--- src/rtl/qpsk_mapper_pkg.sv ---
// Shared WiMAX PHY types for the QPSK mapper: sample type, symbol payload, block sizing.
// Payload carries a block index only when QPSK_MAPPER_SYM_INDEX_EN is defined.
package wimax_pkg;

  localparam int unsigned SAMPLE_W  = 16;
  localparam int unsigned IDX_W_MAX = 16;

  typedef logic signed [SAMPLE_W-1:0] iq_sample_t;

  // 0.7071 in Q1.15
  localparam iq_sample_t QPSK_AMP = 16'sh5A82;

  typedef struct packed {
    iq_sample_t i;
    iq_sample_t q;
    logic       last;
`ifdef QPSK_MAPPER_SYM_INDEX_EN
    logic [IDX_W_MAX-1:0] idx;
`endif
  } qpsk_sym_t;

  function automatic int unsigned syms_per_block(input int unsigned ncbps,
                                                 input int unsigned ncpc);
    return ncbps / ncpc;
  endfunction

endpackage

--- src/rtl/qpsk_mapper_if.sv ---
// Bit-stream input and I/Q symbol output handshakes of the QPSK mapper.
// sym_index is present only when QPSK_MAPPER_SYM_INDEX_EN is defined.
interface qpsk_mapper_if #(
  parameter int unsigned IQ_W  = 16,
  parameter int unsigned Ncbps = 192
);
  localparam int unsigned IdxW = $clog2(Ncbps / 2);

  logic                   data_in;
  logic                   valid_in;
  logic                   ready_out;
  logic signed [IQ_W-1:0] i_out;
  logic signed [IQ_W-1:0] q_out;
  logic                   valid_out;
  logic                   ready_in;
  logic                   last_out;
`ifdef QPSK_MAPPER_SYM_INDEX_EN
  logic [IdxW-1:0]        sym_index;

  modport slave (
    input  data_in, valid_in, ready_in,
    output ready_out, i_out, q_out, valid_out, last_out, sym_index
  );

  modport master (
    output data_in, valid_in, ready_in,
    input  ready_out, i_out, q_out, valid_out, last_out, sym_index
  );
`else
  modport slave (
    input  data_in, valid_in, ready_in,
    output ready_out, i_out, q_out, valid_out, last_out
  );

  modport master (
    output data_in, valid_in, ready_in,
    input  ready_out, i_out, q_out, valid_out, last_out
  );
`endif

endinterface

--- src/rtl/qpsk_mapper_sym_fifo2.sv ---
// Generic 2-entry first-word-fall-through FIFO; slot0 is always the head.
// When drained, the head keeps the last popped entry.
module sym_fifo2 #(
  parameter type T = logic [7:0]
) (
  input  logic       clk,
  input  logic       reset,
  input  logic       push,
  input  T           push_data,
  input  logic       pop,
  output T           head,
  output logic [1:0] count
);

  T           slot0_q, slot0_d;
  T           slot1_q, slot1_d;
  logic [1:0] count_q, count_d;
  logic       do_push, do_pop;

  always_comb begin
    slot0_d = slot0_q;
    slot1_d = slot1_q;
    count_d = count_q;
    do_pop  = pop && (count_q != 2'd0);
    do_push = push && ((count_q != 2'd2) || do_pop);

    case ({do_push, do_pop})
      2'b10: begin
        if (count_q == 2'd0) begin
          slot0_d = push_data;
        end else begin
          slot1_d = push_data;
        end
        count_d = count_q + 2'd1;
      end
      2'b01: begin
        if (count_q == 2'd2) begin
          slot0_d = slot1_q;
        end
        count_d = count_q - 2'd1;
      end
      2'b11: begin
        // Count unchanged; the older entry moves up behind the popped head.
        if (count_q == 2'd2) begin
          slot0_d = slot1_q;
          slot1_d = push_data;
        end else begin
          slot0_d = push_data;
        end
      end
      default: ;
    endcase
  end

  always_ff @(posedge clk) begin
    if (reset) begin
      slot0_q <= '0;
      slot1_q <= '0;
      count_q <= 2'd0;
    end else begin
      slot0_q <= slot0_d;
      slot1_q <= slot1_d;
      count_q <= count_d;
    end
  end

  assign head  = slot0_q;
  assign count = count_q;

  no_overflow_a : assert property (@(posedge clk) disable iff (reset)
    !(push && (count_q == 2'd2) && !pop));

  head_stable_a : assert property (@(posedge clk) disable iff (reset)
    ((count_q != 2'd0) && !pop) |=> (slot0_q == $past(slot0_q)));

endmodule

--- src/rtl/qpsk_mapper.sv ---
// WiMAX QPSK mapper: pairs interleaved bits into I/Q points, flags the last symbol of each block.
// Optional sym_index output enabled by QPSK_MAPPER_SYM_INDEX_EN.
module qpsk_mapper
  import wimax_pkg::*;
#(
  parameter int unsigned            Ncbps = 192,
  parameter int unsigned            Ncpc  = 2,
  parameter int unsigned            IQ_W  = 16,
  parameter logic signed [IQ_W-1:0] AMP   = 16'sh5A82
) (
  input logic           clk,
  input logic           reset,
  qpsk_mapper_if.slave  bus
);

  localparam int unsigned SymsPerBlock = syms_per_block(Ncbps, Ncpc);
  localparam int unsigned CntW         = (SymsPerBlock > 1) ? $clog2(SymsPerBlock) : 1;
  localparam iq_sample_t  AmpPos       = AMP;
  localparam iq_sample_t  AmpNeg       = -AMP;

  if (Ncpc != 2) begin : g_bad_ncpc
    $error("qpsk_mapper: Ncpc must be 2 for QPSK");
  end
  if ((Ncbps % 2) != 0 || Ncbps < 4) begin : g_bad_ncbps
    $error("qpsk_mapper: Ncbps must be even and at least 4");
  end
  if (IQ_W != SAMPLE_W) begin : g_bad_iq_w
    $error("qpsk_mapper: IQ_W must match wimax_pkg::SAMPLE_W");
  end
  if (CntW > IDX_W_MAX) begin : g_bad_idx_w
    $error("qpsk_mapper: symbol index does not fit the payload field");
  end

  typedef enum logic {StEven, StHalf} pair_state_e;

  pair_state_e     state_q, state_d;
  logic            b0_q, b0_d;
  logic [CntW-1:0] sym_cnt_q, sym_cnt_d;
  logic            bit_fire, push, pop, last_sym;
  logic [1:0]      fifo_count;
  qpsk_sym_t       push_sym, head_sym;

  assign pop           = bus.valid_out && bus.ready_in;
  assign bus.valid_out = (fifo_count != 2'd0);
  // A full FIFO still takes b1 when the head leaves in the same cycle.
  assign bus.ready_out = (state_q == StEven) || (fifo_count < 2'd2) ||
                         ((fifo_count == 2'd2) && pop);
  assign bit_fire      = bus.valid_in && bus.ready_out;
  assign last_sym      = (sym_cnt_q == CntW'(SymsPerBlock - 1));

  always_comb begin
    state_d = state_q;
    b0_d    = b0_q;
    push    = 1'b0;
    unique case (state_q)
      StEven: begin
        if (bit_fire) begin
          b0_d    = bus.data_in;
          state_d = StHalf;
        end
      end
      StHalf: begin
        if (bit_fire) begin
          push    = 1'b1;
          state_d = StEven;
        end
      end
      default: state_d = StEven;
    endcase
  end

  always_comb begin
    sym_cnt_d = sym_cnt_q;
    if (push) begin
      sym_cnt_d = last_sym ? '0 : sym_cnt_q + CntW'(1);
    end
  end

  always_comb begin
    push_sym      = '0;
    push_sym.i    = b0_q ? AmpNeg : AmpPos;
    push_sym.q    = bus.data_in ? AmpNeg : AmpPos;
    push_sym.last = last_sym;
`ifdef QPSK_MAPPER_SYM_INDEX_EN
    push_sym.idx  = IDX_W_MAX'(sym_cnt_q);
`endif
  end

  always_ff @(posedge clk) begin
    if (reset) begin
      state_q   <= StEven;
      b0_q      <= 1'b0;
      sym_cnt_q <= '0;
    end else begin
      state_q   <= state_d;
      b0_q      <= b0_d;
      sym_cnt_q <= sym_cnt_d;
    end
  end

  sym_fifo2 #(
    .T (qpsk_sym_t)
  ) u_fifo (
    .clk       (clk),
    .reset     (reset),
    .push      (push),
    .push_data (push_sym),
    .pop       (pop),
    .head      (head_sym),
    .count     (fifo_count)
  );

  assign bus.i_out    = head_sym.i;
  assign bus.q_out    = head_sym.q;
  assign bus.last_out = head_sym.last;
`ifdef QPSK_MAPPER_SYM_INDEX_EN
  localparam int unsigned IdxW = $clog2(Ncbps / 2);
  assign bus.sym_index = head_sym.idx[IdxW-1:0];
`endif

  ready_indep_a : assert property (@(posedge clk) disable iff (reset)
    (state_q == StEven) |-> bus.ready_out);

  output_hold_a : assert property (@(posedge clk) disable iff (reset)
    (bus.valid_out && !bus.ready_in) |=> (bus.valid_out && $stable(head_sym)));

endmodule

--- src/flat_wrapper.sv ---
// flat-port wrapper written by rule: the top's interface ports become plain ports
module qpsk_mapper_flat import wimax_pkg::*;
#(
  parameter int unsigned            Ncbps = 192,
  parameter int unsigned            Ncpc  = 2,
  parameter int unsigned            IQ_W  = 16,
  parameter logic signed [IQ_W-1:0] AMP   = 16'sh5A82
)
  (clk, reset, bus_data_in, bus_valid_in, bus_ready_in, bus_ready_out, bus_i_out, bus_q_out, bus_valid_out, bus_last_out);
  qpsk_mapper_if #(.IQ_W(IQ_W), .Ncbps(Ncbps)) bus_i ();
  input logic clk;
  input logic reset;
  input wire logic [$bits(bus_i.data_in)-1:0] bus_data_in;
  input wire logic [$bits(bus_i.valid_in)-1:0] bus_valid_in;
  input wire logic [$bits(bus_i.ready_in)-1:0] bus_ready_in;
  output wire logic [$bits(bus_i.ready_out)-1:0] bus_ready_out;
  output wire logic [$bits(bus_i.i_out)-1:0] bus_i_out;
  output wire logic [$bits(bus_i.q_out)-1:0] bus_q_out;
  output wire logic [$bits(bus_i.valid_out)-1:0] bus_valid_out;
  output wire logic [$bits(bus_i.last_out)-1:0] bus_last_out;
  assign bus_i.data_in = bus_data_in;
  assign bus_i.valid_in = bus_valid_in;
  assign bus_i.ready_in = bus_ready_in;
  assign bus_ready_out = bus_i.ready_out;
  assign bus_i_out = bus_i.i_out;
  assign bus_q_out = bus_i.q_out;
  assign bus_valid_out = bus_i.valid_out;
  assign bus_last_out = bus_i.last_out;
  qpsk_mapper #(.Ncbps(Ncbps), .Ncpc(Ncpc), .IQ_W(IQ_W), .AMP(AMP)) u_core (.clk(clk), .reset(reset), .bus(bus_i));
endmodule
--- config.mk ---
export PLATFORM = sky130hd
export DESIGN_NAME = qpsk_mapper_flat
export DESIGN_NICKNAME = d
export VERILOG_FILES = /design/src/rtl/qpsk_mapper_pkg.sv /design/src/rtl/qpsk_mapper_if.sv /design/src/rtl/qpsk_mapper_sym_fifo2.sv /design/src/rtl/qpsk_mapper.sv /design/src/flat_wrapper.sv
export SDC_FILE = /design/constraint.sdc
export NUM_CORES = 1
export LEC_CHECK = 0
export BUFFER_PORTS_ARGS = -buffer_cell sky130_fd_sc_hd__buf_4
export CORE_MARGIN = 2
export CORE_UTILIZATION = 57
export CTS_BUF_LIST = sky130_fd_sc_hd__clkbuf_8
export CTS_CLUSTER_SIZE = 24
export DETAILED_ROUTE_END_ITERATION = 10
export PLACE_DENSITY = 0.86
export SLEW_MARGIN = 20
export SYNTH_ARGS = -nofsm -noshare
export SYNTH_HDL_FRONTEND = slang
export SYNTH_SLANG_ARGS = --single-unit
--- constraint.sdc ---
create_clock -name clk -period 4 [get_ports clk]
set_input_delay 0.8 -clock clk [delete_from_list [all_inputs] [get_ports clk]]
set_output_delay 0.8 -clock clk [all_outputs]
set_load 0.05 [all_outputs]
# Word level (Yosys, flattened, before mapping)

Cells that the tools add are included.

Output and inout port bits: 35
Register bits: 77
Logic and storage cells: 56

Bitwise gates (word level): 1
Mux-type cells: 15
Reduce and logical (&&, ||, !) cells: 16
$add $sub $neg: 3
Eq/ne operators: 10
$lt $le $gt $ge: 1

Operators with widths:

| operator              | number |
|---|---|
| $mux W33              | 5 |
| $pmux W33 S3          | 1 |
| $pmux W33 S2          | 1 |
| $mux W16              | 2 |
| $add A7 B1 Y7 const B | 1 |
| $eq A7 B7 Y1 const B  | 1 |
| $mux W7               | 1 |
| $eq A2 B2 Y1 const B  | 3 |
| $ne A2 B2 Y1 const B  | 3 |
| $reduce_and A3 Y1     | 2 |
| $reduce_bool A2 Y1    | 3 |
| $logic_and A1 B1 Y1   | 5 |
| $ne A2 B1 Y1 const B  | 2 |
| $pmux W2 S2           | 1 |
| $logic_or A1 B1 Y1    | 3 |
| $mux W1               | 3 |
| $reduce_bool A3 Y1    | 1 |
| $add A2 B1 Y2 const B | 1 |
| $eq A2 B1 Y1 const B  | 1 |
| $logic_not A2 Y1      | 1 |
| $lt A2 B2 Y1 const B  | 1 |
| $pmux W1 S2           | 1 |
| $reduce_and A2 Y1     | 1 |
| $sub A2 B1 Y2 const B | 1 |
| $not A1 Y1            | 1 |

# Depth between registers and ports, before layout

Gate-level depths: netlist of run 1.

Word-level depth: 11
Mapped depth: 13

# By module

A second synthesis of run 1 with hierarchy kept.

Cell total of the unflattened synthesis: 430
Area, all modules: 4139.0 µm²

By module, submodules not included:

| module      | area an instance (µm²) | instances | cells an instance |
|---|---|---|---|
| sym_fifo2   | 3663.5                 | 1         | 376 |
| qpsk_mapper | 475.5                  | 1         | 54 |

# Worst setup path before layout of run 1

No wires, ideal clock.

Path kind: input port to flip-flop
Start point: in bus_ready_in
End point: reg u_core.u_fifo.slot0_q (netlist bit u_core.u_fifo.head[30])
Required time: 3.914 ns
Path slack: 0.230 ns
Setup time: 0.086 ns
Stages on the path: 12
Arrival time: 3.685 ns
Path buffers: 2
Cells stage by stage: inv_1 -> o211ai_1 -> and2_1 -> ha_1 -> clkbuf_1 -> a21bo_2 -> ha_1 -> mux2_4 -> o31ai_4 -> buf_6 -> nor2_1 -> a211oi_1

Longest elaborated chain between the ends: 10

RTL lines:

| element                                               | line                        | source |
|---|---|---|
| from (decl)                                           | flat_wrapper.sv:15          | `input wire logic [$bits(bus_i.ready_in)-1:0] bus_ready_in;` |
| $logic_and A1 B1 Y1 *                                 | qpsk_mapper.sv:43           | `assign pop = bus.valid_out && bus.ready_in;` |
| $logic_and A1 B1 Y1 *                                 | qpsk_mapper.sv:47           | `((fifo_count == 2'd2) && pop);` |
| $logic_or A1 B1 Y1 *                                  | qpsk_mapper.sv:46           | `assign bus.ready_out = (state_q == StEven) \|\| (fifo_count < 2'd2) \|\|` |
| net bus_ready_out                                     | flat_wrapper.sv:16          | `output wire logic [$bits(bus_i.ready_out)-1:0] bus_ready_out;` |
| $logic_and A1 B1 Y1 *                                 | qpsk_mapper.sv:48           | `assign bit_fire = bus.valid_in && bus.ready_out;` |
| $mux W1 *                                             | qpsk_mapper.sv:63           | `if (bit_fire) begin` |
| $mux W1 *                                             | qpsk_mapper.sv:55           | `unique case (state_q)` |
| net u_core.push                                       | qpsk_mapper.sv:39           | `logic bit_fire, push, pop, last_sym;` |
| $logic_and A1 B1 Y1 *                                 | qpsk_mapper_sym_fifo2.sv:25 | `do_push = push && ((count_q != 2'd2) \|\| do_pop);` |
| $eq A2 B1 Y1 / $eq A2 B2 Y1 (equally long branches)   | qpsk_mapper_sym_fifo2.sv:27 | `case ({do_push, do_pop})` |
| $ne A2 B1 Y1 (no source line) (tied with other cells) | n/a                         |  |
| $reduce_and A3 Y1 (no source line)                    | n/a                         |  |
| to (signal assigned)                                  | qpsk_mapper_sym_fifo2.sv:61 | `slot0_q <= slot0_d;` |
| to (decl)                                             | qpsk_mapper_sym_fifo2.sv:15 | `T slot0_q, slot0_d;` |

The timed path passes the listed nets; every way through them passes the cells marked *.
A chain may end at the register's enable or synchronous reset.

# Worst setup path in the final report of run 1

Start point: in bus_ready_in
End point: reg u_core.u_fifo.slot0_q (netlist bit u_core.u_fifo.head[14])

Longest elaborated chain between the ends: 10

RTL lines:

| element                                               | line |
|---|---|
| $logic_and A1 B1 Y1 *                                 | qpsk_mapper.sv:43 |
| $logic_and A1 B1 Y1 *                                 | qpsk_mapper.sv:47 |
| $logic_or A1 B1 Y1 *                                  | qpsk_mapper.sv:46 |
| $logic_and A1 B1 Y1 *                                 | qpsk_mapper.sv:48 |
| $mux W1 *                                             | qpsk_mapper.sv:63 |
| $mux W1 *                                             | qpsk_mapper.sv:55 |
| net u_core.push                                       | qpsk_mapper.sv:39 |
| $logic_and A1 B1 Y1 *                                 | qpsk_mapper_sym_fifo2.sv:25 |
| $eq A2 B1 Y1 / $eq A2 B2 Y1 (equally long branches)   | qpsk_mapper_sym_fifo2.sv:27 |
| $ne A2 B1 Y1 (no source line) (tied with other cells) | n/a |
| $reduce_and A3 Y1 (no source line)                    | n/a |

Marked as above.

==> metrics.log, run 1 <==
[metrics] clock period minus final worst setup slack: 3.08 ns
[metrics] CP Data Required Time: 4.17 ns
[metrics] Multi-input gate area: 678 µm²
[metrics] I/O pin count: 40
[metrics] number of endpoints with negative hold slack in the final report: 0
[metrics] number of enable-type register cells in the synthesized netlist: 0
[metrics] CTS clk-pin slew, worst paths: 0.07 ns
[metrics] top_reg_cell synth: dfxtp_1
[metrics] flip-flop and latch count after synthesis: 23
[metrics] clock latency on the worst-skew pair: 0.26 ns
[metrics] top library cells by usage in the layout, fill and taps aside: buf_4, nor2_1, dfxtp_1
[metrics] cell internal power dissipation: 0.541 mW
[metrics] Mapped Avg Cell Area: 8.63 µm²
[metrics] leading cell type in the layout, fill and taps excluded: buf_4
[metrics] number of clock buffers inserted by TritonCTS: 3
[metrics] Longest Clk Path Bufs: 2
[metrics] fraction of power spent switching nets: 55.1%
[metrics] worst clock skew: 0.00411 ns
[metrics] total DRC errors in the routed layout: 0
[metrics] floorplan die height: 53.5 µm
[metrics] count of buffers added by post-CTS timing repair for setup: 0
[metrics] WL per Instance: 12.2 µm
[metrics] post-synth cell types: 39
[metrics] Non-Filler Cell Area, Final: 1520 µm²
[metrics] number of violations of the max-capacitance limit: 0
[metrics] result of the run: finished, final reports clean
[metrics] initial core utilization: 61.5%
[metrics] first-pass GRT wire length: 4.08 mm
[metrics] Worst Path Arrival: 3.25 ns
[metrics] die outline area: 2870 µm²
[metrics] overall power after layout: 1.20 mW
[metrics] half-perimeter wire length after detailed placement: 1.88 mm
[metrics] Chip Width: 53.5 µm
[metrics] net switching power of the design: 0.662 mW
[metrics] power per cell area: 790 nW/µm²
[metrics] pin count of the biggest net entering global routing: 24
[metrics] CP max FO: 12
[metrics] initial detailed-routing violation count: 15
[metrics] Synth Warn #: 0
[metrics] proportion of register bits with asynchronous set or reset after synthesis: 0%
[metrics] H-tree lvl count: 1
[metrics] Logic pwr share: 63.1%
[metrics] post-placement cell count: 195
[metrics] cell row count: 17
[metrics] type of element capturing the critical path: flop
[metrics] Finished Layout Cells: 199
[metrics] global placement routability congestion: 0.910
[metrics] dpl cell area: 1480 µm²
[metrics] gr ovfl total: 0
[metrics] utilization after layout: 66.9%
[metrics] FILL cells: 197
[metrics] Hold Slack: 0.501 ns
[metrics] total count of max-transition violations in the final report: 0
[metrics] classification of the worst setup path: input port to flop
[metrics] antenna diode count: 0
[metrics] antenna violations before repair: 0
[metrics] number of I/O port buffers: 37
[metrics] upper clock frequency limit: 324 MHz
[metrics] global-route total usage across every layer: 20.1%
[metrics] smallest setup slack after layout: 0.916 ns
[metrics] final setup fails: 0
[metrics] number of instances in the synthesized netlist: 162
[metrics] combined area of all synthesized cells: 1400 µm²
[metrics] register area share after synthesis: 32.9%
[metrics] final sum of negative setup slack: 0 ns
[metrics] part of the power in registers: 25.8%
[metrics] via count normalized by instance count: 5.28
[metrics] part of the total power dissipated in the clock network: 11.1%
[metrics] Initial DRT Pass Iterations: 4
[metrics] standard cell core area: 2280 µm²
[metrics] worst supply voltage drop on vdd: 0.523 mV
[metrics] post-CTS sizing: 0
[metrics] total leakage power: 0.680 nW
[metrics] ratio of cells with drive above 1 in the final layout: 25.7%
[metrics] Sink Count: 23
[metrics] Area growth, synth to finish: 8.86%
[metrics] Min-Delay Path Class: flop to flop
[metrics] total wirelength of the detailed-routed design: 2.43 mm
[metrics] final cycle utilization of the critical path: 77.1%
[metrics] net count of the finished layout: 184
[metrics] via count: 1,051
[metrics] Worst setup SP type: input port
[metrics] TritonCTS clock tree: done
[metrics] post-place setup slack: 0.635 ns
[metrics] Reg area: 460 µm²
[metrics] vias in the first global route: 947
[metrics] Antenna Nets Post-Route: 0
[metrics] buffer type at the clock tree root: clkbuf_8
[metrics] cts-stage hold buffer count: 0
[metrics] setup repair after global routing missed its margin: no
==> layout make-up <==
cell class              instances  area share (%)
repair buffers                 37            18.2
flip-flops and latches         23            30.2
well taps                      28            2.30
clock buffers                   3            2.71
multi-input cells             100            44.5
inverters                       7            1.73
clock inverters                 1           0.247
==> logic make-up after synthesis <==
group | synth area share, %
and+or+nand+nor | 16.8
buffers and inverters | 18.9
AOI/OAI and AO/OA | 14.1
DFF | 32.9
muxes | 8.23
adders and majority gates | 6.26
xor gates and xnor gates | 2.50
other | 0.268
==> final timing paths <==
check / slack, ns / from / cells past startpoint / endpoint
max: 0.92 / bus_ready_in / 11 / u_core.u_fifo.head[14]
min: 0.50 / u_core.u_fifo.slot1_q[18] / 2 / u_core.u_fifo.slot1_q[18]
max reg2reg: 1.13 / u_core.u_fifo.count[0] / 9 / u_core.u_fifo.head[14]
min reg2reg: 0.50 / u_core.u_fifo.slot1_q[18] / 2 / u_core.u_fifo.slot1_q[18]
==> cell usage after synthesis, drive strengths merged, types with 2 or more instances <==
cell type   n  area, µm²
a22oi       3       22.5
or3         3       18.8
a31oi       2       12.5
nor2b       2       12.5
mux2i      10        100
a21oi       4       20.0
a211oi      6       50.1
nand3       5       25.0
ha          7       87.6
buf        30        226
dfxtp      23        460
xor2        3       26.3
nor2       24       90.1
nand2b      2       12.5
nand2       8       30.0
clkbuf      3       11.3
a311oi      2       17.5
inv         7       26.3
o21ai       2       10.0
==> registers in the layout (all words and copies together), names as in the netlist <==
register	count
u_core.sym_cnt_q	7
u_core.u_fifo.head	6
u_core.u_fifo.slot1_q	6
u_core.u_fifo.count	2
u_core.b0_q	1
u_core.state_q	1
==> power groups by stage <==
stage	registers (mW)	logic [mW]	clock network (mW)
finish	0.311	0.759	0.134
detailed placement	0.318	0.761	0
global route	0.319	0.800	0.149
floorplan	0.378	0.631	0
global placement	0.314	0.755	0
CTS	0.312	0.762	0.141
==> worst max-delay path, stage by stage <==
cell      delay (ns)
buf_4           0.11
inv_1           0.05
o211ai_1        0.18
and2_1          0.18
ha_1            0.31
a21bo_2         0.28
ha_1            0.27
mux2_4          0.31
o31ai_4         0.42
nor2_1          0.08
a211oi_1        0.25
==> routing by layer <==
metal / global-route usage, % / share of wire, % / up-vias
met2: 38.3 / 50 / 35
met3: 5.00 / 7.3 / 2
met1: 21.5 / 42 / 474
met5: 0 / 0 / -
met4: 6.41 / 0.66 / 0
li1: - / - / 540
No activity file was read; power rests on OpenSTA's default activity.
==> run 2: changes to the inputs <==
CORE_UTILIZATION = 53   (was 57)
PLACE_DENSITY = 0.81   (was 0.86)
clock period = 2.9 ns   (was 4 ns; I/O delays follow)
==> run 2 against run 1 <==
Net effect: die area rose by 7.0%; first-iteration DRC count rose by 130%; final cell count is 2.0% higher.
==> metrics.log, run 2 (synthesis results as in run 1) <==
[metrics] result of the run: finished, final reports clean (unchanged)
[metrics] destination of the worst hold path: u_core.u_fifo.slot1_q[18] (unchanged)
[metrics] WL per Instance: 12.4 µm (was 12.2 µm)
[metrics] antenna violations before repair: 0 (unchanged)
[metrics] part of the total power dissipated in the clock network: 11.8% (was 11.1%)
[metrics] Logic pwr share: 62.9% (was 63.1%)
[metrics] initial detailed-routing violation count: 35 (was 15)
[metrics] number of cell instances on the worst register-to-register path: 11 (was 9)
[metrics] Non-Filler Cell Area, Final: 1590 µm² (was 1520 µm²)
[metrics] Min-Delay Path Class: flop to flop (unchanged)
[metrics] Critical R2R Capture: u_core.u_fifo.head[14] (unchanged)
[metrics] dpl cell area: 1540 µm² (was 1480 µm²)
[metrics] final cycle utilization of the critical path: 92.1%
[metrics] Area growth, synth to finish: 13.7% (was 8.86%)
[metrics] part of the power in registers: 25.3% (was 25.8%)
[metrics] initial core utilization: 56.0% (was 61.5%)
[metrics] critical path, cell by cell: o211ai_1, and2_1, ha_2, a21bo_4, inv_1, ha_1, mux2_4, o31ai_4, buf_4, nor2_1, a211oi_1 (was buf_4, inv_1, o211ai_1, and2_1, ha_1, a21bo_2, ha_1, mux2_4, o31ai_4, nor2_1, a211oi_1)
[metrics] clock latency on the worst-skew pair: 0.27 ns (was 0.26 ns)
[metrics] top layer in use: met4 (unchanged)
[metrics] clock period minus final worst setup slack: 2.67 ns
[metrics] Buf+Inv Stages, Crit Path: 2 (unchanged)
[metrics] Min-Delay Startpoint: u_core.u_fifo.slot1_q[18] (unchanged)
[metrics] total wirelength of the detailed-routed design: 2.52 mm (was 2.43 mm)
[metrics] setup repair after global routing missed its margin: no (unchanged)
[metrics] number of violations of the max-capacitance limit: 0 (unchanged)
[metrics] net switching power of the design: 0.939 mW (was 0.662 mW)
[metrics] hold path depth: 2 (unchanged)
[metrics] count of buffers added by post-CTS timing repair for setup: 0 (unchanged)
[metrics] leading cell type in the layout, fill and taps excluded: buf_4 (unchanged)
[metrics] Worst Path Arrival: 2.84 ns (was 3.25 ns)
[metrics] Reg-to-Reg Start: u_core.u_fifo.count[0] (unchanged)
[metrics] Finished Layout Cells: 203 (was 199)
[metrics] global-route total usage across every layer: 16.8% (was 20.1%)
[metrics] Slowest Stage Delay on Critical Path: 0.57 ns (was 0.42 ns)
[metrics] gr ovfl total: 0 (unchanged)
[metrics] slack of the worst reg-to-reg path: 0.23 ns (was 1.13 ns)
[metrics] cell family contributing the most delay on the critical path: compound AO/OA/AOI/OAI gates (unchanged)
[metrics] power per cell area: 1070 nW/µm² (was 790 nW/µm²)
[metrics] type of element capturing the critical path: flop (unchanged)
[metrics] final sum of negative setup slack: 0 ns (unchanged)
[metrics] upper clock frequency limit: 375 MHz
[metrics] I/O pin count: 40 (unchanged)
[metrics] Hold Slack: 0.485 ns (was 0.501 ns)
[metrics] ratio of cells with drive above 1 in the final layout: 30.6% (was 25.7%)
[metrics] DR WL met2: 1.23 mm (was 1.22 mm)
[metrics] CTS clk-pin slew, worst paths: 0.09 ns (was 0.07 ns)
[metrics] TritonCTS clock tree: done (unchanged)
[metrics] cell with the largest stage delay on the worst path: dfxtp_1 (was o31ai_4)
[metrics] smallest setup slack after layout: 0.230 ns (was 0.916 ns)
[metrics] H-tree lvl count: 1 (unchanged)
[metrics] CP max FO: 9 (was 12)
[metrics] post-place setup slack: 0.0413 ns (was 0.635 ns)
[metrics] Worst setup SP type: flop (was input port)
[metrics] Post-Route M1 WL: 1.13 mm (was 1.02 mm)
[metrics] global placement routability congestion: 0.893 (was 0.910)
[metrics] fraction of power spent switching nets: 55.1% (about the same)
[metrics] classification of the worst setup path: flop to flop (was input port to flop)
[metrics] worst clock skew: 0.00791 ns (was 0.00411 ns)
[metrics] cts-stage hold buffer count: 0 (unchanged)
[metrics] number of endpoints with negative hold slack in the final report: 0 (unchanged)
[metrics] final setup fails: 0 (unchanged)
[metrics] first-pass GRT wire length: 4.16 mm (was 4.08 mm)
[metrics] total count of max-transition violations in the final report: 0 (unchanged)
[metrics] register containing the most flip-flops in the final layout: u_core.sym_cnt_q (unchanged)
[metrics] total leakage power: 0.690 nW (was 0.680 nW)
[metrics] pin count of the biggest net entering global routing: 24 (unchanged)
[metrics] utilization after layout: 63.6% (was 66.9%)
[metrics] top library cells by usage in the layout, fill and taps aside: buf_4, nor2_1, dfxtp_1 (unchanged)
[metrics] antenna diode count: 0 (unchanged)
[metrics] floorplan die height: 55.4 µm (was 53.5 µm)
[metrics] worst supply voltage drop on vdd: 0.862 mV (was 0.523 mV)
[metrics] via count normalized by instance count: 5.38 (was 5.28)
[metrics] net count of the finished layout: 186 (was 184)
[metrics] buffer type at the clock tree root: clkbuf_8 (unchanged)
[metrics] CP Data Required Time: 3.07 ns (was 4.17 ns)
[metrics] Sink Count: 23 (unchanged)
[metrics] Antenna Nets Post-Route: 0 (unchanged)
[metrics] die outline area: 3070 µm² (was 2870 µm²)
[metrics] vias in the first global route: 908 (was 947)
[metrics] Initial DRT Pass Iterations: 4 (unchanged)
[metrics] FILL cells: 229 (was 197)
[metrics] number of clock buffers inserted by TritonCTS: 3 (unchanged)
[metrics] Chip Width: 55.4 µm (was 53.5 µm)
[metrics] number of I/O port buffers: 37 (unchanged)
[metrics] cell row count: 18 (was 17)
[metrics] standard cell core area: 2500 µm² (was 2280 µm²)
[metrics] Longest Clk Path Bufs: 2 (unchanged)
[metrics] post-placement cell count: 199 (was 195)
[metrics] Detail Route met3 WL: 143 µm (was 178 µm)
[metrics] overall power after layout: 1.70 mW (was 1.20 mW)
[metrics] total DRC errors in the routed layout: 0 (unchanged)
[metrics] post-CTS sizing: 0 (unchanged)
[metrics] half-perimeter wire length after detailed placement: 1.91 mm (was 1.88 mm)
[metrics] cell internal power dissipation: 0.765 mW (was 0.541 mW)
[metrics] via count: 1,093 (was 1,051)
[metrics] number of flip-flops under the largest register name: 7 (unchanged)
-- run 2: area by class of cell --
| class | count | area [µm²] | area share (%) |
|---|---|---|---|
| clock inverters | 1 | 5.00 | 0.315 |
| flip-flops and latches | 23 | 460 | 29.0 |
| multi-input cells | 100 | 719 | 45.2 |
| clock buffers | 3 | 41.3 | 2.60 |
| inverters | 7 | 33.8 | 2.12 |
| repair buffers | 39 | 293 | 18.4 |
| well taps | 30 | 37.5 | 2.36 |
-- run 2: how the worst max path moves through the flow --
stage	start	endpoint	slack [ns]	cells past startpoint
2_1_floorplan	bus_ready_in	u_core.u_fifo.head[14]	-0.47	12
3_3_place_gp	bus_ready_in	u_core.u_fifo.head[14]	0.15	12
3_5_place_dp	bus_ready_in	u_core.u_fifo.head[14]	0.04	12
4_1_cts	u_core.u_fifo.count[0]	u_core.u_fifo.head[14]	0.22	11
5_1_grt	u_core.u_fifo.count[0]	u_core.u_fifo.head[14]	0.01	11
6_report	u_core.u_fifo.count[0]	u_core.u_fifo.head[14]	0.23	11
-- run 2: power groups by stage --
stage	combinational, mW	sequential (mW)	clock, mW
after floorplan	0.887	0.521	0
after global placement	1.07	0.434	0
after detailed placement	1.08	0.440	0
after CTS	1.08	0.432	0.205
after global routing	1.11	0.446	0.222
final	1.07	0.431	0.201
-- run 2: per-layer routing --
metal / up-vias / global-route usage (%)
li1: 544 / -
met1: 507 / 21.2
met2: 40 / 27.4
met3: 2 / 3.75
met4: 0 / 6.97
met5: - / 0
-- run 2: tightest hold or removal path: stages (launching register included) --
cell	delay (ns)
dfxtp_1	0.34
nor2_1	0.05
nor2_1	0.07
